## src/rtl/stage_execute_pkg.sv

```systemverilog
// Shared opcodes, FSM state type and constants for the execute stage.
package stage_execute_pkg;

    // ALU operation select (cmp = 0)
    localparam logic [3:0] ALU_ADD   = 4'd0;
    localparam logic [3:0] ALU_SUB   = 4'd1;
    localparam logic [3:0] ALU_AND   = 4'd2;
    localparam logic [3:0] ALU_OR    = 4'd3;
    localparam logic [3:0] ALU_XOR   = 4'd4;
    localparam logic [3:0] ALU_SHL   = 4'd5;
    localparam logic [3:0] ALU_SHR   = 4'd6;
    localparam logic [3:0] ALU_SRA   = 4'd7;
    localparam logic [3:0] ALU_PASSB = 4'd8;
    localparam logic [3:0] ALU_PASSA = 4'd9;

    // Compare select (cmp = 1)
    localparam logic [3:0] CMP_EQ  = 4'd0;
    localparam logic [3:0] CMP_NE  = 4'd1;
    localparam logic [3:0] CMP_LT  = 4'd2;
    localparam logic [3:0] CMP_LTU = 4'd3;
    localparam logic [3:0] CMP_GE  = 4'd4;
    localparam logic [3:0] CMP_GEU = 4'd5;

    // Shift amount is always taken from the low five bits of operand B
    localparam int unsigned SHAMT_W = 5;

    // Register 0 doubles as the bubble / no-write destination
    localparam int unsigned REG_NULL = 0;

    typedef enum logic {
        StIdle,
        StBusy
    } state_e;

endpackage

```

## src/rtl/stage_execute_alu.sv

```systemverilog
// Purely combinational ALU / comparator for the execute stage.
module stage_execute_alu
    import stage_execute_pkg::*;
#(
    parameter int unsigned XLEN = 32
) (
    input  logic [3:0]      aluop_i,
    input  logic            cmp_i,
    input  logic [XLEN-1:0] a_i,
    input  logic [XLEN-1:0] b_i,
    output logic [XLEN-1:0] result_o
);

    logic [SHAMT_W-1:0] shamt;
    logic               flag;

    assign shamt = b_i[SHAMT_W-1:0];

    // Select the arithmetic result or the zero-extended compare flag
    always_comb begin
        result_o = '0;
        flag     = 1'b0;
        if (cmp_i) begin
            case (aluop_i)
                CMP_EQ:  flag = (a_i == b_i);
                CMP_NE:  flag = (a_i != b_i);
                CMP_LT:  flag = ($signed(a_i) < $signed(b_i));
                CMP_LTU: flag = (a_i < b_i);
                CMP_GE:  flag = ($signed(a_i) >= $signed(b_i));
                CMP_GEU: flag = (a_i >= b_i);
                default: flag = 1'b0;
            endcase
            result_o = {{(XLEN-1){1'b0}}, flag};
        end else begin
            case (aluop_i)
                ALU_ADD:   result_o = a_i + b_i;
                ALU_SUB:   result_o = a_i - b_i;
                ALU_AND:   result_o = a_i & b_i;
                ALU_OR:    result_o = a_i | b_i;
                ALU_XOR:   result_o = a_i ^ b_i;
                ALU_SHL:   result_o = a_i << shamt;
                ALU_SHR:   result_o = a_i >> shamt;
                ALU_SRA:   result_o = $signed(a_i) >>> shamt;
                ALU_PASSB: result_o = b_i;
                ALU_PASSA: result_o = a_i;
                default:   result_o = '0;
            endcase
        end
    end

endmodule

```

## src/rtl/stage_execute.sv

```systemverilog
// Execute stage: ALU/compare, load/store bus FSM, forwarding, writeback and jump redirect.
module stage_execute
    import stage_execute_pkg::*;
#(
    parameter int unsigned XLEN  = 32,
    parameter int unsigned RBITS = 4
) (
    input  logic             clk,
    input  logic             rst,
    input  logic [XLEN-1:0]  pc_i,
    input  logic [XLEN-1:0]  reg_a_i,
    input  logic [XLEN-1:0]  reg_b_i,
    input  logic [XLEN-1:0]  reg_m_i,
    input  logic [RBITS-1:0] dest_i,
    input  logic [3:0]       aluop_i,
    input  logic             cmp_i,
    input  logic             mem_i,
    input  logic             mem_write_i,
    input  logic             jump_i,
    output logic             stall_o,
    output logic             forward_valid_o,
    output logic [RBITS-1:0] forward_addr_o,
    output logic [XLEN-1:0]  forward_data_o,
    output logic [RBITS-1:0] write_addr_o,
    output logic [XLEN-1:0]  write_data_o,
    output logic             redirect_o,
    output logic [XLEN-1:0]  redirect_pc_o,
    output logic             bus_req_o,
    output logic             bus_we_o,
    output logic [XLEN-1:0]  bus_addr_o,
    output logic [XLEN-1:0]  bus_wdata_o,
    input  logic             bus_ready_i,
    input  logic [XLEN-1:0]  bus_rdata_i
);

    localparam logic [RBITS-1:0] RegNull = RBITS'(REG_NULL);

    state_e           state_q, state_d;
    logic [RBITS-1:0] write_addr_q, write_addr_d;
    logic [XLEN-1:0]  write_data_q, write_data_d;
    logic             redirect_q, redirect_d;
    logic [XLEN-1:0]  redirect_pc_q, redirect_pc_d;
    logic             bus_req_q, bus_req_d;
    logic             bus_we_q, bus_we_d;
    logic [XLEN-1:0]  bus_addr_q, bus_addr_d;
    logic [XLEN-1:0]  bus_wdata_q, bus_wdata_d;

    logic [XLEN-1:0]  alu_result;
    logic [XLEN-1:0]  mem_addr;
    logic             has_dest;
    logic             start_mem;

    // The jump target comes from the ALU result, so pc is informational only
    logic unused_pc;
    assign unused_pc = ^pc_i;

    stage_execute_alu #(
        .XLEN (XLEN)
    ) u_alu (
        .aluop_i  (aluop_i),
        .cmp_i    (cmp_i),
        .a_i      (reg_a_i),
        .b_i      (reg_b_i),
        .result_o (alu_result)
    );

    assign mem_addr  = reg_a_i + reg_b_i;
    assign has_dest  = (dest_i != RegNull);
    // A load into r0 is a bubble; stores always go to the bus
    assign start_mem = mem_i && (has_dest || mem_write_i);

    // Next-state, registered-output updates and combinational stall/forward
    always_comb begin
        state_d         = state_q;
        write_addr_d    = RegNull;
        write_data_d    = write_data_q;
        redirect_d      = 1'b0;
        redirect_pc_d   = redirect_pc_q;
        bus_req_d       = bus_req_q;
        bus_we_d        = bus_we_q;
        bus_addr_d      = bus_addr_q;
        bus_wdata_d     = bus_wdata_q;
        stall_o         = 1'b0;
        forward_valid_o = 1'b1;
        forward_addr_o  = dest_i;
        forward_data_o  = alu_result;

        case (state_q)
            StIdle: begin
                if (start_mem) begin
                    stall_o         = 1'b1;
                    // Stores produce nothing to forward; loads are not final yet
                    forward_valid_o = mem_write_i;
                    forward_addr_o  = mem_write_i ? RegNull : dest_i;
                    bus_req_d       = 1'b1;
                    bus_we_d        = mem_write_i;
                    bus_addr_d      = mem_addr;
                    bus_wdata_d     = reg_m_i;
                    state_d         = StBusy;
                end else if (!mem_i) begin
                    if (has_dest) begin
                        write_addr_d = dest_i;
                        write_data_d = alu_result;
                    end
                    if (jump_i) begin
                        redirect_d    = 1'b1;
                        redirect_pc_d = alu_result;
                    end
                end
            end
            StBusy: begin
                stall_o = ~bus_ready_i;
                if (bus_we_q) begin
                    forward_addr_o  = RegNull;
                end else begin
                    forward_valid_o = bus_ready_i;
                    forward_data_o  = bus_rdata_i;
                end
                if (bus_ready_i) begin
                    bus_req_d = 1'b0;
                    state_d   = StIdle;
                    if (!bus_we_q) begin
                        write_addr_d = dest_i;
                        write_data_d = bus_rdata_i;
                    end
                end
            end
            default: state_d = StIdle;
        endcase
    end

    // State and output registers; reset abandons any bus transaction in flight
    always_ff @(posedge clk or posedge rst) begin
        if (rst) begin
            state_q       <= StIdle;
            write_addr_q  <= RegNull;
            write_data_q  <= '0;
            redirect_q    <= 1'b0;
            redirect_pc_q <= '0;
            bus_req_q     <= 1'b0;
            bus_we_q      <= 1'b0;
            bus_addr_q    <= '0;
            bus_wdata_q   <= '0;
        end else begin
            state_q       <= state_d;
            write_addr_q  <= write_addr_d;
            write_data_q  <= write_data_d;
            redirect_q    <= redirect_d;
            redirect_pc_q <= redirect_pc_d;
            bus_req_q     <= bus_req_d;
            bus_we_q      <= bus_we_d;
            bus_addr_q    <= bus_addr_d;
            bus_wdata_q   <= bus_wdata_d;
        end
    end

    assign write_addr_o  = write_addr_q;
    assign write_data_o  = write_data_q;
    assign redirect_o    = redirect_q;
    assign redirect_pc_o = redirect_pc_q;
    assign bus_req_o     = bus_req_q;
    assign bus_we_o      = bus_we_q;
    assign bus_addr_o    = bus_addr_q;
    assign bus_wdata_o   = bus_wdata_q;

endmodule

```

## config.mk

```make
export PLATFORM = sky130hd
export DESIGN_NAME = stage_execute
export DESIGN_NICKNAME = d
export VERILOG_FILES = /design/src/rtl/stage_execute_pkg.sv /design/src/rtl/stage_execute_alu.sv /design/src/rtl/stage_execute.sv
export SDC_FILE = /design/constraint.sdc
export NUM_CORES = 1
export LEC_CHECK = 0
export CAP_MARGIN = 5
export CORE_ASPECT_RATIO = 2
export CORE_MARGIN = 2
export CORE_UTILIZATION = 50
export CTS_CLUSTER_SIZE = 40
export DETAILED_ROUTE_END_ITERATION = 7
export HOLD_SLACK_MARGIN = 0.06
export PLACE_DENSITY_LB_ADDON = 0.15
export SYNTH_ARGS = -nofsm -noshare
export SYNTH_HDL_FRONTEND = slang
export SYNTH_SLANG_ARGS = --single-unit
```

## constraint.sdc

```tcl
create_clock -name clk -period 6.1 [get_ports clk]
set_clock_uncertainty 0.15 [all_clocks]
set_input_delay 1.22 -clock clk [delete_from_list [all_inputs] [get_ports clk]]
set_output_delay 1.22 -clock clk [all_outputs]
set_load 0.02 [all_outputs]
```

## Word level (Yosys, flattened, before mapping)

Cells that the tools add are included.

| storage, ports and cells | value |
|---|---|
| bits in registers | 136 |
| input bits | 175 |

| cells by class | value |
|---|---|
| multiplexer cells | 34 |
| $add $sub $neg | 2 |
| bitwise gates (word level) | 7 |
| shift operators | 3 |
| magnitude comparators | 4 |
| equal/unequal tests | 17 |
| reductions and logical operators | 8 |

Operator list:

| cell | number |
|---|---|
| 32-bit one-hot mux with 10 select lines | 1 |
| 32-bit 2-to-1 mux | 8 |
| 32-bit greater-or-equal comparator | 2 |
| 32-bit < comparator | 2 |
| 32-bit one-hot mux with 2 select lines | 1 |
| 32-bit adder | 1 |
| 32-bit bitwise AND | 1 |
| 32-bit equality test | 1 |
| 32-bit != test | 1 |
| 32-bit OR | 1 |
| 32-bit by 5-bit left shift with 32-bit output | 1 |
| 32-bit by 5-bit right shift with 32-bit output | 1 |
| 32-bit by 5-bit >>> shifter with 32-bit output | 1 |
| 32-bit subtractor | 1 |
| 32-bit XOR | 1 |
| 4-bit 2-to-1 mux | 7 |
| 4-bit by 3-bit equality test with 1-bit output (second input constant) | 4 |
| 4-bit one-hot mux with 2 select lines | 2 |
| 2-bit != test (second input constant) | 6 |
| 1-bit 2-to-1 mux | 10 |
| 4-bit by 2-bit equality test with 1-bit output (second input constant) | 2 |
| 4-bit equality test (second input constant) | 2 |
| 1-bit one-hot mux with 2 select lines | 4 |
| 1-bit one-hot mux with 6 select lines | 1 |
| other kinds (9) | 13 |

## Logic depth before layout (Yosys ltp)

Gate-level depths: netlist of run 1.

| depth | value |
|---|---|
| depth in word-level cells | 7 |
| mapped depth | 15 |
| mapped depth without buffers | 14 |

## Cells and area by module

A second synthesis of run 1 with hierarchy kept.

| second synthesis, totals | value |
|---|---|
| cells, all modules | 2,162 |
| area, all modules | 17,010.1 um^2 |

Modules (own cells, without submodules):

| module | times used | seq. area each (um^2) | cells each | area each (um^2) |
|---|---|---|---|---|
| stage_execute_alu | 1 | 0.0 | 1,406 | 9,703.1 |
| stage_execute | 1 | 3,403.3 | 756 | 7,307.0 |

## Least setup slack after synthesis of run 1

Ideal clock, no wire load.

| timing path | value |
|---|---|
| path kind | input to output |
| start | input reg_b_i[1] |
| end | output forward_data_o[30] |
| stages | 15 |
| setup slack | 0.036 ns |
| buffers on the path | 3 |
| arrival time | 4.694 ns |
| data required time | 4.730 ns |
| cell sequence | inv_1 buf_2 buf_2 clkbuf_1 fa_1 nor2b_1 nor3_1 o21a_1 nor4b_1 o31ai_1 o31ai_1 a21o_1 nor2_1 o211a_1 o31ai_1 |

| between the ends | value |
|---|---|
| word-level cells in the longest chain between the ends | 5 |
| elaborated cells between the ends (all ways) | 9 |

Ends and longest elaborated chain:

| item | RTL line | source |
|---|---|---|
| from (decl) | stage_execute.sv:12 | `input logic [XLEN-1:0] reg_b_i,` |
| 32-bit subtractor (tied with other cells) | stage_execute_alu.sv:37 | `ALU_SUB: result_o = a_i - b_i;` |
| 32-bit one-hot mux with 10 select lines (*) | stage_execute_alu.sv:35 | `case (aluop_i)` |
| 32-bit 2-to-1 mux (*) | stage_execute_alu.sv:23 | `if (cmp_i) begin` |
| 32-bit 2-to-1 mux | stage_execute.sv:113 | `if (bus_we_q) begin` |
| 32-bit 2-to-1 mux (*) | stage_execute.sv:88 | `case (state_q)` |
| to (decl) | stage_execute.sv:23 | `output logic [XLEN-1:0] forward_data_o,` |

Every way passes the cells marked *; elsewhere a longest branch is shown, timed or not.

## Worst setup path in the final report of run 1

| timing path | value |
|---|---|
| start | input aluop_i[1] |
| end | output forward_data_o[4] |

| between the ends | value |
|---|---|
| word-level cells in the longest chain between the ends | 5 |
| elaborated cells between the ends (all ways) | 14 |

Ends and longest elaborated chain:

| item | RTL line | source |
|---|---|---|
| from (decl) | stage_execute.sv:15 | `input logic [3:0] aluop_i,` |
| 4-bit equality test (tied with other cells) | stage_execute_alu.sv:35 |  |
| 32-bit one-hot mux with 10 select lines (*) | stage_execute_alu.sv:35 |  |
| 32-bit 2-to-1 mux (*) | stage_execute_alu.sv:23 |  |
| 32-bit 2-to-1 mux | stage_execute.sv:113 |  |
| 32-bit 2-to-1 mux (*) | stage_execute.sv:88 |  |

Marks and branches as above.

==> metrics.md, run 1 <==
| Metric | Value |
|---|---|
| IO Count | `348` |
| Critical Path Sink Type | `output pin` |
| Longest Clk Path Bufs | `2` |
| Hold Vio Cnt, Final | `0` |
| CTS tree | `yes` |
| Post-synthesis simple-gate area fraction | `a little under a fifth` |
| Finished Cell Area | `between 20,000 and 25,000 µm²` |
| Register area share after synthesis | `around a fifth` |
| PnR worst setup slack | `-26.22 ps` |
| RSZ-0062 raised after global routing | `yes` |
| Root Buffer | `clkbuf_16` |
| Max-cap check violation count | `0` |
| IO Port Bufs | `~320` |
| Most used cell, CP | `nand2_1` |
| Async SR Flop Fraction | `100.0%` |
| Hold path startpoint | `bus_addr_o[27]` |
| Chip width | `about 130 µm` |
| Reg-to-reg slack, setup | `roughly 2100 ps` |
| Vias per cell | `slightly below 7` |
| Placed cell area | `~23,000 µm²` |
| CP max stage cell | `clkdlybuf4s50_1` |
| Largest net degree at the start of global routing | `96` |
| Post-synthesis mux area share | `approximately 13%` |
| Hold/Removal Path Class | `reg -> reg` |
| Commonest non-fill, non-tap cell in the layout | `buf_4` |
| # DRC | `0` |
| DRT iter0 DRCs | `roughly 2,400` |
| Post-Synth Adder-Cell Area | `under 10%` |
| Initial antenna violation count | `5` |
| Peak VDD IR | `~0.25 mV` |
| Layout Nets | `roughly 3,000` |
| Slew headroom | `between 10% and 20%` |
| Clock H-tree levels | `4` |
| Critical Path RT | `4730 ps` |
| EDFF count, synth | `0` |
| DR vias | `roughly 21,000` |
| Post-Syn Instances | `between 2,000 and 2,500` |
| Synth Area in Compound Gates | `29.11%` |
| Worst r2r src | `state_q` |
| PwrDens | `around 220 nW/µm²` |
| Tot GR Track Use | `52.65%` |
| Post-Layout Cell Count | `3,166` |
| Syn_nets | `about 2,400` |
| Violated checks | `negative setup slack` |
| Final setup fails | `1` |
| Most used DFF post-synth | `dfrtp_1` |
| Slowest Stage Delay on Critical Path | `610 ps` |
| Overall die area | `between 30,000 and 40,000 µm²` |
| P_leak | `10.52 nW` |
| CP startpoint kind | `input pin` |
| Global-route wire length before repair | `approximately 130,000 µm` |
| Worst-margin pin slew | `1310 ps` |
| Worst reg2reg endpoint | `write_data_o[26]` |
| Post-DP HPWL | `66,820 µm` |
| Crit path depth | `13` |
| Die H | `~260 µm` |
| Cell Rows | `92` |
| Worst hold path depth | `2` |
| Fin crit share | `100.4%` |
| Final min period | `approximately 6000 ps` |
| Hold endpoint | `bus_addr_o[27]` |
| Drt wl/cell | `~28 µm` |
| Synthesized flop and latch total | `136` |
| Routed WL | `89,170 µm` |
| Status | `finished, violations left` |
| FMAX | `0.1632 GHz` |
| Synth cell types | `92` |
| Share of post-route cells with drive strength above 1 | `a little over a quarter` |
| Hold WS | `331.9 ps` |
| Post-Synth XOR/XNOR Area | `~2.3%` |
| Antenna-violating nets left | `0` |
| Post-CTS Hold Buffers | `0` |
| Clk_lat worst skew | `roughly 420 ps` |
| Critical-path cell list | `clkdlybuf4s50_1 -> buf_4 -> nor2_1 -> nand2_1 -> buf_12 -> o22ai_1 -> nor2_1 -> a21oi_1 -> a221oi_1 -> a21oi_1 -> nand2_1 -> nand2_1 -> clkdlybuf4s50_1` |
| Crit path kind | `in -> out` |
| Main combinational cell family by area after synthesis | `compound AO/OA/AOI/OAI gates` |
| Crit path buf inv count | `4` |
| Commonest cells after routing, fill and taps aside | `buf_4, clkdlybuf4s50_1, nand2_1` |
| Post-Syn Area | `about 16,000 µm²` |
| Vias in the first global route | `about 21,000` |
| Synth warnings | `0` |
| DR pass1 iterations | `7` |
| Num CTS Buffers | `17` |
| RD Place Congestion | `between 1 and 1.5` |
| Initial Util | `roughly 50%` |
| Syn_area_per_cell | `roughly 7.7 µm²` |
| Core region area | `around 31,000 µm²` |
| Dpl cells | `between 3,000 and 4,000` |
| WP data arrival | `4760 ps` |
| Area delta synth->final | `48.69%` |
| Fin util | `between 70 and 80%` |
| Worst reg2reg path depth | `7` |
| Clk pin slew, worst setup/hold paths | `60 ps` |
| Total gr overflow | `0` |
| Crit Path Max Fanout | `18` |
| Slew Limit Fails | `0` |
| CTS sink cnt | `136` |
| Crit path max-delay family | `buffers and inverters` |
## cell type report
| class | instances | area, µm² |
|---|---|---|
| clock inverter | 12 | 163.9 |
| timing repair buffer | 803 | 6907 |
| tap | 423 | 529.3 |
| clock buffer | 20 | 456.7 |
| multi-input combinational | 1660 | 11830 |
| inverter | 110 | 417.9 |
| sequential | 136 | 3403 |
| antenna | 2 | 5.005 |
| fill | 2300 | 7712 |
## what timing repair did
action	CTS	global route
setup buffers	3	10
setup endpoints to repair	26	30
pin swaps	11	23
resized for setup	105	72
hold endpoints to repair	0	0
## cells in the mapped netlist (13+ instances only)
library cell	n	area [µm²]
buf_2	29	145.1
a21oi_1	173	865.8
a31oi_1	20	125.1
o31ai_1	23	172.7
nand3_1	53	265.3
o211ai_1	25	187.7
o21bai_1	16	120.1
and3_1	24	150.1
mux2i_1	50	500.5
inv_1	105	394.1
xnor2_1	32	280.3
o21a_1	17	127.6
mux4_2	44	991.0
buf_1	17	63.81
o21ai_0	202	1011
a21o_1	14	105.1
o21ai_1	23	115.1
nor2_1	165	619.3
nor4_1	16	100.1
a221oi_1	20	175.2
nand4_1	17	106.4
o221ai_1	13	113.9
nand2b_1	17	106.4
ha_1	97	1214
mux2_2	57	641.9
clkbuf_1	113	424.2
nor3_1	28	140.1
a22oi_1	31	232.7
nor2b_1	20	125.1
and2_1	14	87.58
a211oi_1	25	187.7
nand2_1	270	1013
dfrtp_1	136	3403
## worst min-delay path, stage by stage, from the launching register on
cell and delay (ps):
dfrtp_1 340, nand2_1 50, o21ai_0 60
## power by group
part | internal [W] | switching (W) | total [W] | leakage, nW
clock | 0.000670 | 0.000422 | 0.00109 | 0.290
sequential | 0.00112 | 0.000158 | 0.00127 | 1.71
combinational | 0.00128 | 0.00166 | 0.00294 | 8.52
## cell families after synthesis
family / count (synthesis)
flops: 136
buf+inv: 281
xor+xnor: 41
compound gates: 712
fa+ha+maj: 99
simple gates: 656
mux: 152
## how the worst max path moves through the flow
stage,from,to
final,aluop_i[1],forward_data_o[4]
after global routing,reg_a_i[7],forward_data_o[29]
after CTS,reg_a_i[0],forward_data_o[30]
after detailed placement,reg_a_i[0],forward_data_o[30]
after global placement,reg_b_i[4],forward_data_o[30]
after floorplan,reg_b_i[1],forward_data_o[30]
## state kept, by name (all words and copies together), names as in the netlist
register / cells
bus_addr_o: 32
bus_wdata_o: 32
redirect_pc_o: 32
write_data_o: 32
write_addr_o: 4
bus_req_o: 1
bus_we_o: 1
redirect_o: 1
state_q: 1
## through the flow
| step | power, W | TNS (ps) | setup slack [ps] |
|---|---|---|---|
| 2_1_floorplan | 0.002571 | 0 | 35.99 |
| 3_3_place_gp | 0.003948 | -8105 | -613.6 |
| 3_5_place_dp | 0.004029 | -9482 | -651.2 |
| 4_1_cts | 0.005148 | -16.54 | -16.54 |
| 5_1_grt | 0.005483 | -174.9 | -57.62 |
| 6_report | 0.005311 | -26.22 | -26.22 |
## per-layer routing
metal	GRT usage (%)	part of all wire (%)	vias to the layer above
met5	0	0.026	-
met4	57.05	15	4
met3	15.31	11	748
met2	83.16	45	1744
met1	51.12	30	9875
li1	-	-	8910
(Power assumes the default switching activity.)
==> run 2: changes to the inputs <==
--- a/config.mk
+++ b/config.mk
@@ -11,6 +11,8 @@
 export CORE_UTILIZATION = 50
 export CTS_CLUSTER_SIZE = 40
 export DETAILED_ROUTE_END_ITERATION = 7
+export GPL_ROUTABILITY_DRIVEN = 0
+export GPL_TIMING_DRIVEN = 0
 export HOLD_SLACK_MARGIN = 0.06
 export PLACE_DENSITY_LB_ADDON = 0.15
 export SYNTH_ARGS = -nofsm -noshare
==> metrics.md, run 2 <==
| Metric | Value |
|---|---|
| Vias in the first global route | `between 20,000 and 25,000` |
| Failed at | `global routing` |
| Synth cell types | `92 (unchanged)` |
| Initial Util | `50.75% (unchanged)` |
| Register area share after synthesis | `21.34% (unchanged)` |
| Root Buffer | `clkbuf_16 (unchanged)` |
| Post-DP HPWL | `68,590 µm (was 66,820 µm)` |
| Synth area leaders | `dfrtp_1, ha_1, nand2_1 (unchanged)` |
| Die H | `256.6 µm (unchanged)` |
| Dpl cells | `2,818 (was 3,119)` |
| Longest Clk Path Bufs | `2 (unchanged)` |
| Top cells by count, synth | `nand2_1, o21ai_0, a21oi_1 (unchanged)` |
| CTS sink cnt | `136 (unchanged)` |
| Synthesized flop and latch total | `136 (unchanged)` |
| Most used DFF post-synth | `dfrtp_1 (unchanged)` |
| Syn_area_per_cell | `7.678 µm² (unchanged)` |
| Syn_nets | `2,351 (unchanged)` |
| Log Error | `[ERROR GRT-0116] Global routing finished with congestion. Check the congestion regions in the DRC Viewer.` |
| Global-route wire length before repair | `152,900 µm` |
| IO Port Bufs | `315 (unchanged)` |
| Tot GR Track Use | `60.95%` |
| Most frequent cell after synthesis | `nand2_1 (unchanged)` |
| Post-Syn Instances | `2,077 (unchanged)` |
| Status | `aborted with a tool error (was finished, violations left)` |
| Post-CTS Hold Buffers | `0 (unchanged)` |
| Num CTS Buffers | `17 (unchanged)` |
| EDFF count, synth | `0 (unchanged)` |
| Cell Rows | `92 (unchanged)` |
| Top cell type's share of synthesized area | `21.34% (unchanged)` |
| IO Count | `348 (unchanged)` |
| Post-Syn Area | `15,950 µm² (unchanged)` |
| Total gr overflow | `136` |
| Async SR Flop Fraction | `100.0% (unchanged)` |
| Largest net degree at the start of global routing | `73` |
| Synth warnings | `0 (unchanged)` |
| Clock H-tree levels | `4 (unchanged)` |
| Synth area leader | `dfrtp_1 (unchanged)` |
| Chip width | `130.3 µm (unchanged)` |
-- run 2: cell counts after synthesis --
No cell type changed its count.
-- run 2: cells by family after synthesis --
family / count (synthesis) / share of synthesized area [%]
AO/OA/AOI/OAI: 712 / 29.11
XOR/XNOR: 41 / 2.252
adder cells (fa/ha/maj): 99 / 7.861
buffers and inverters: 281 / 7.289
flip-flops: 136 / 21.34
multiplexers: 152 / 13.47
AND/OR/NAND/NOR: 656 / 18.68
-- run 2: repair_timing --
| action | CTS |
|---|---|
| pin swaps | 40 |
| setup buffers | 37 |
| resized for setup | 364 |
| endpoints found under the setup margin | 57 |
-- run 2: through the flow --
step                      util [%]  instance area (µm²)  setup TNS (ps)  setup WS (ps)
after global placement       62.47                19630         -182260          -2700
after CTS                    67.51                21220          -114.8         -92.97
after detailed placement     62.65                19690          -87060          -2849
after floorplan                  -                15950               0          35.99
-- run 2: layer usage --
metal | track usage [%] | overflow
met3 | 37.28 | 1
met5 | 7.276 | 0
met1 | 59.29 | 0
met4 | 64.96 | 58
met2 | 82.37 | 77
==> run 3: changes to the inputs <==
--- a/config.mk
+++ b/config.mk
@@ -6,14 +6,11 @@
 export NUM_CORES = 1
 export LEC_CHECK = 0
 export CAP_MARGIN = 5
-export CORE_ASPECT_RATIO = 2
 export CORE_MARGIN = 2
-export CORE_UTILIZATION = 50
-export CTS_CLUSTER_SIZE = 40
+export CORE_UTILIZATION = 35
 export DETAILED_ROUTE_END_ITERATION = 7
 export GPL_ROUTABILITY_DRIVEN = 0
 export GPL_TIMING_DRIVEN = 0
-export HOLD_SLACK_MARGIN = 0.06
 export PLACE_DENSITY_LB_ADDON = 0.15
 export SYNTH_ARGS = -nofsm -noshare
 export SYNTH_HDL_FRONTEND = slang
==> metrics.md, run 3 (synthesized netlist as in run 1, its figures left out) <==
| Metric | Value |
|---|---|
| Root Buffer | `clkbuf_16 (unchanged)` |
| Clk pin slew, worst setup/hold paths | `~60 ps` |
| Peak VDD IR | `about 0.17 mV` |
| Clk_lat worst skew | `between 400 and 500 ps` |
| Vias in the first global route | `between 15,000 and 20,000` |
| Largest net degree at the start of global routing | `85` |
| Vias per cell | `~6.5` |
| Post-DP HPWL | `68,650 µm (was 68,590 µm)` |
| Crit Path Max Fanout | `10` |
| Worst-margin pin slew | `1006 ps` |
| PnR worst setup slack | `-148.4 ps` |
| Final min period | `around 6200 ps` |
| FMAX | `roughly 0.16 GHz` |
| Post-Layout Cell Count | `3,060` |
| Setup WS pre-CTS | `-2532 ps (was -2849 ps)` |
| Clock H-tree levels | `4 (unchanged)` |
| CP max stage cell | `buf_1` |
| Max-cap check violation count | `0` |
| Overall die area | `about 47,000 µm²` |
| Chip width | `217.5 µm (was 130.3 µm)` |
| Slew Limit Fails | `0` |
| CTS sink cnt | `136 (unchanged)` |
| Status | `finished, violations left (was aborted with a tool error)` |
| Crit path max-delay family | `buffers and inverters` |
| Hold Vio Cnt, Final | `0` |
| Commonest cells after routing, fill and taps aside | `nand2_1, clkdlybuf4s50_1, o21ai_0` |
| IO Count | `348 (unchanged)` |
| Longest Clk Path Bufs | `2 (unchanged)` |
| RSZ-0062 raised after global routing | `yes` |
| Area delta synth->final | `36.33%` |
| CP startpoint kind | `input pin` |
| Slowest Stage Delay on Critical Path | `around 610 ps` |
| Share of post-route cells with drive strength above 1 | `19.76%` |
| IO Port Bufs | `315 (unchanged)` |
| Total gr overflow | `0` |
| # DRC | `45` |
| Dpl cells | `2,995 (was 2,818)` |
| Tot Pwr | `between 0.004 and 0.005 W` |
| DR vias | `approximately 20,000` |
| Critical Path Sink Type | `output pin` |
| Global-route wire length before repair | `~130,000 µm` |
| CTS tree | `yes` |
| Die H | `217.5 µm (was 256.6 µm)` |
| Initial Util | `35.29% (was 50.75%)` |
| Core region area | `approximately 45,000 µm²` |
| Tot GR Track Use | `35.56%` |
| Drt wl/cell | `roughly 28 µm` |
| Slew headroom | `slightly above 30%` |
| Antenna-violating nets left | `0` |
| Routed WL | `slightly below 90,000 µm` |
| Fin util | `between 40% and 50%` |
| Hold/Removal Path Class | `reg -> reg` |
| Num CTS Buffers | `17 (unchanged)` |
| DRT iter0 DRCs | `2,829` |
| Critical-path cell list | `buf_6 -> buf_2 -> buf_2 -> buf_1 -> clkbuf_1 -> a211oi_1 -> a21oi_1 -> a21oi_1 -> o21ai_1 -> a21oi_2 -> o21ai_0 -> dlygate4sd2_1` |
| Post-route setup TNS | `-254.8 ps` |
| Violated checks | `design-rule violations, negative setup slack` |
| PwrDens | `229.6 nW/µm²` |
| Initial antenna violation count | `3` |
| Layout Nets | `2,720` |
| Crit path buf inv count | `6` |
| P_leak | `9.068 nW` |
| DR pass1 iterations | `8` |
| WP data arrival | `approximately 5000 ps` |
| Final setup fails | `4` |
| Cell Rows | `78 (was 92)` |
| Crit path kind | `in -> out` |
| Post-CTS Hold Buffers | `0 (unchanged)` |
| Critical Path RT | `approximately 4700 ps` |
| Commonest non-fill, non-tap cell in the layout | `nand2_1` |
| Fin crit share | `102.4%` |
run 3: timing repair:
action                                  in CTS  in global routing
gates resized for setup                    381                166
endpoints found under the setup margin      54                 32
buffers inserted                            27                 13
pin swaps                                   47                 41
run 3: path summary, 6_finish.rpt:
check / start / end / slack (ps) / cells past startpoint
max in group asynchronous: rst / write_data_o[17] / 3900 / 3
min in group asynchronous: rst / bus_wdata_o[27] / 1050 / 2
worst max register to register: state_q / bus_addr_o[2] / 3160 / 6
worst min register to register: redirect_pc_o[23] / redirect_pc_o[23] / 330 / 2
worst min-delay path: redirect_pc_o[23] / redirect_pc_o[23] / 330 / 2
worst max-delay path: reg_b_i[2] / forward_data_o[22] / -150 / 12
run 3: layer usage:
metal  routed length, µm  track usage [%]  part of all wire [%]  vias to the layer above
met2               37230            55.76                    43                     1620
met5                   0                0                     0                        -
met3               10600            9.121                    12                      436
li1                    -                -                     -                     8338
met1               31930            43.95                    37                     9430
met4                6946            21.21                   8.0                        0
run 3: final cells by class:
| type | count | area [µm²] |
|---|---|---|
| antenna | 1 | 2.502 |
| buffer | 163 | 1007 |
| clock buffer | 17 | 425.4 |
| clock inverter | 15 | 157.7 |
| fill | 4549 | 23450 |
| inverter | 110 | 439.2 |
| multi-input combinational | 1660 | 12210 |
| sequential | 136 | 3403 |
| tap | 600 | 750.7 |
| timing repair buffer | 358 | 3342 |
run 3: worst reg2reg max path: cells and delay by family (launching register included):
family / cells / cell delay, ps
compound gates: 2 / 670
buf+inv: 3 / 1480
flops: 1 / 330
simple gates: 1 / 160
run 3: stage by stage:
stage	hold WS (ps)	instance area, µm²
final	332.7	21740
after global routing	356.9	21740
after CTS	333.8	21430
after detailed placement	320.1	19910
after global placement	312.0	19850
after floorplan	427.9	15950
run 3: where the power goes:
part / leakage [nW] / total [W] / internal [W] / switching (W)
clock network: 0.287 / 0.00103 / 0.000579 / 0.000448
logic: 7.07 / 0.00271 / 0.00108 / 0.00164
registers: 1.71 / 0.00125 / 0.00112 / 0.000136
total: 9.07 / 0.00499 / 0.00277 / 0.00222
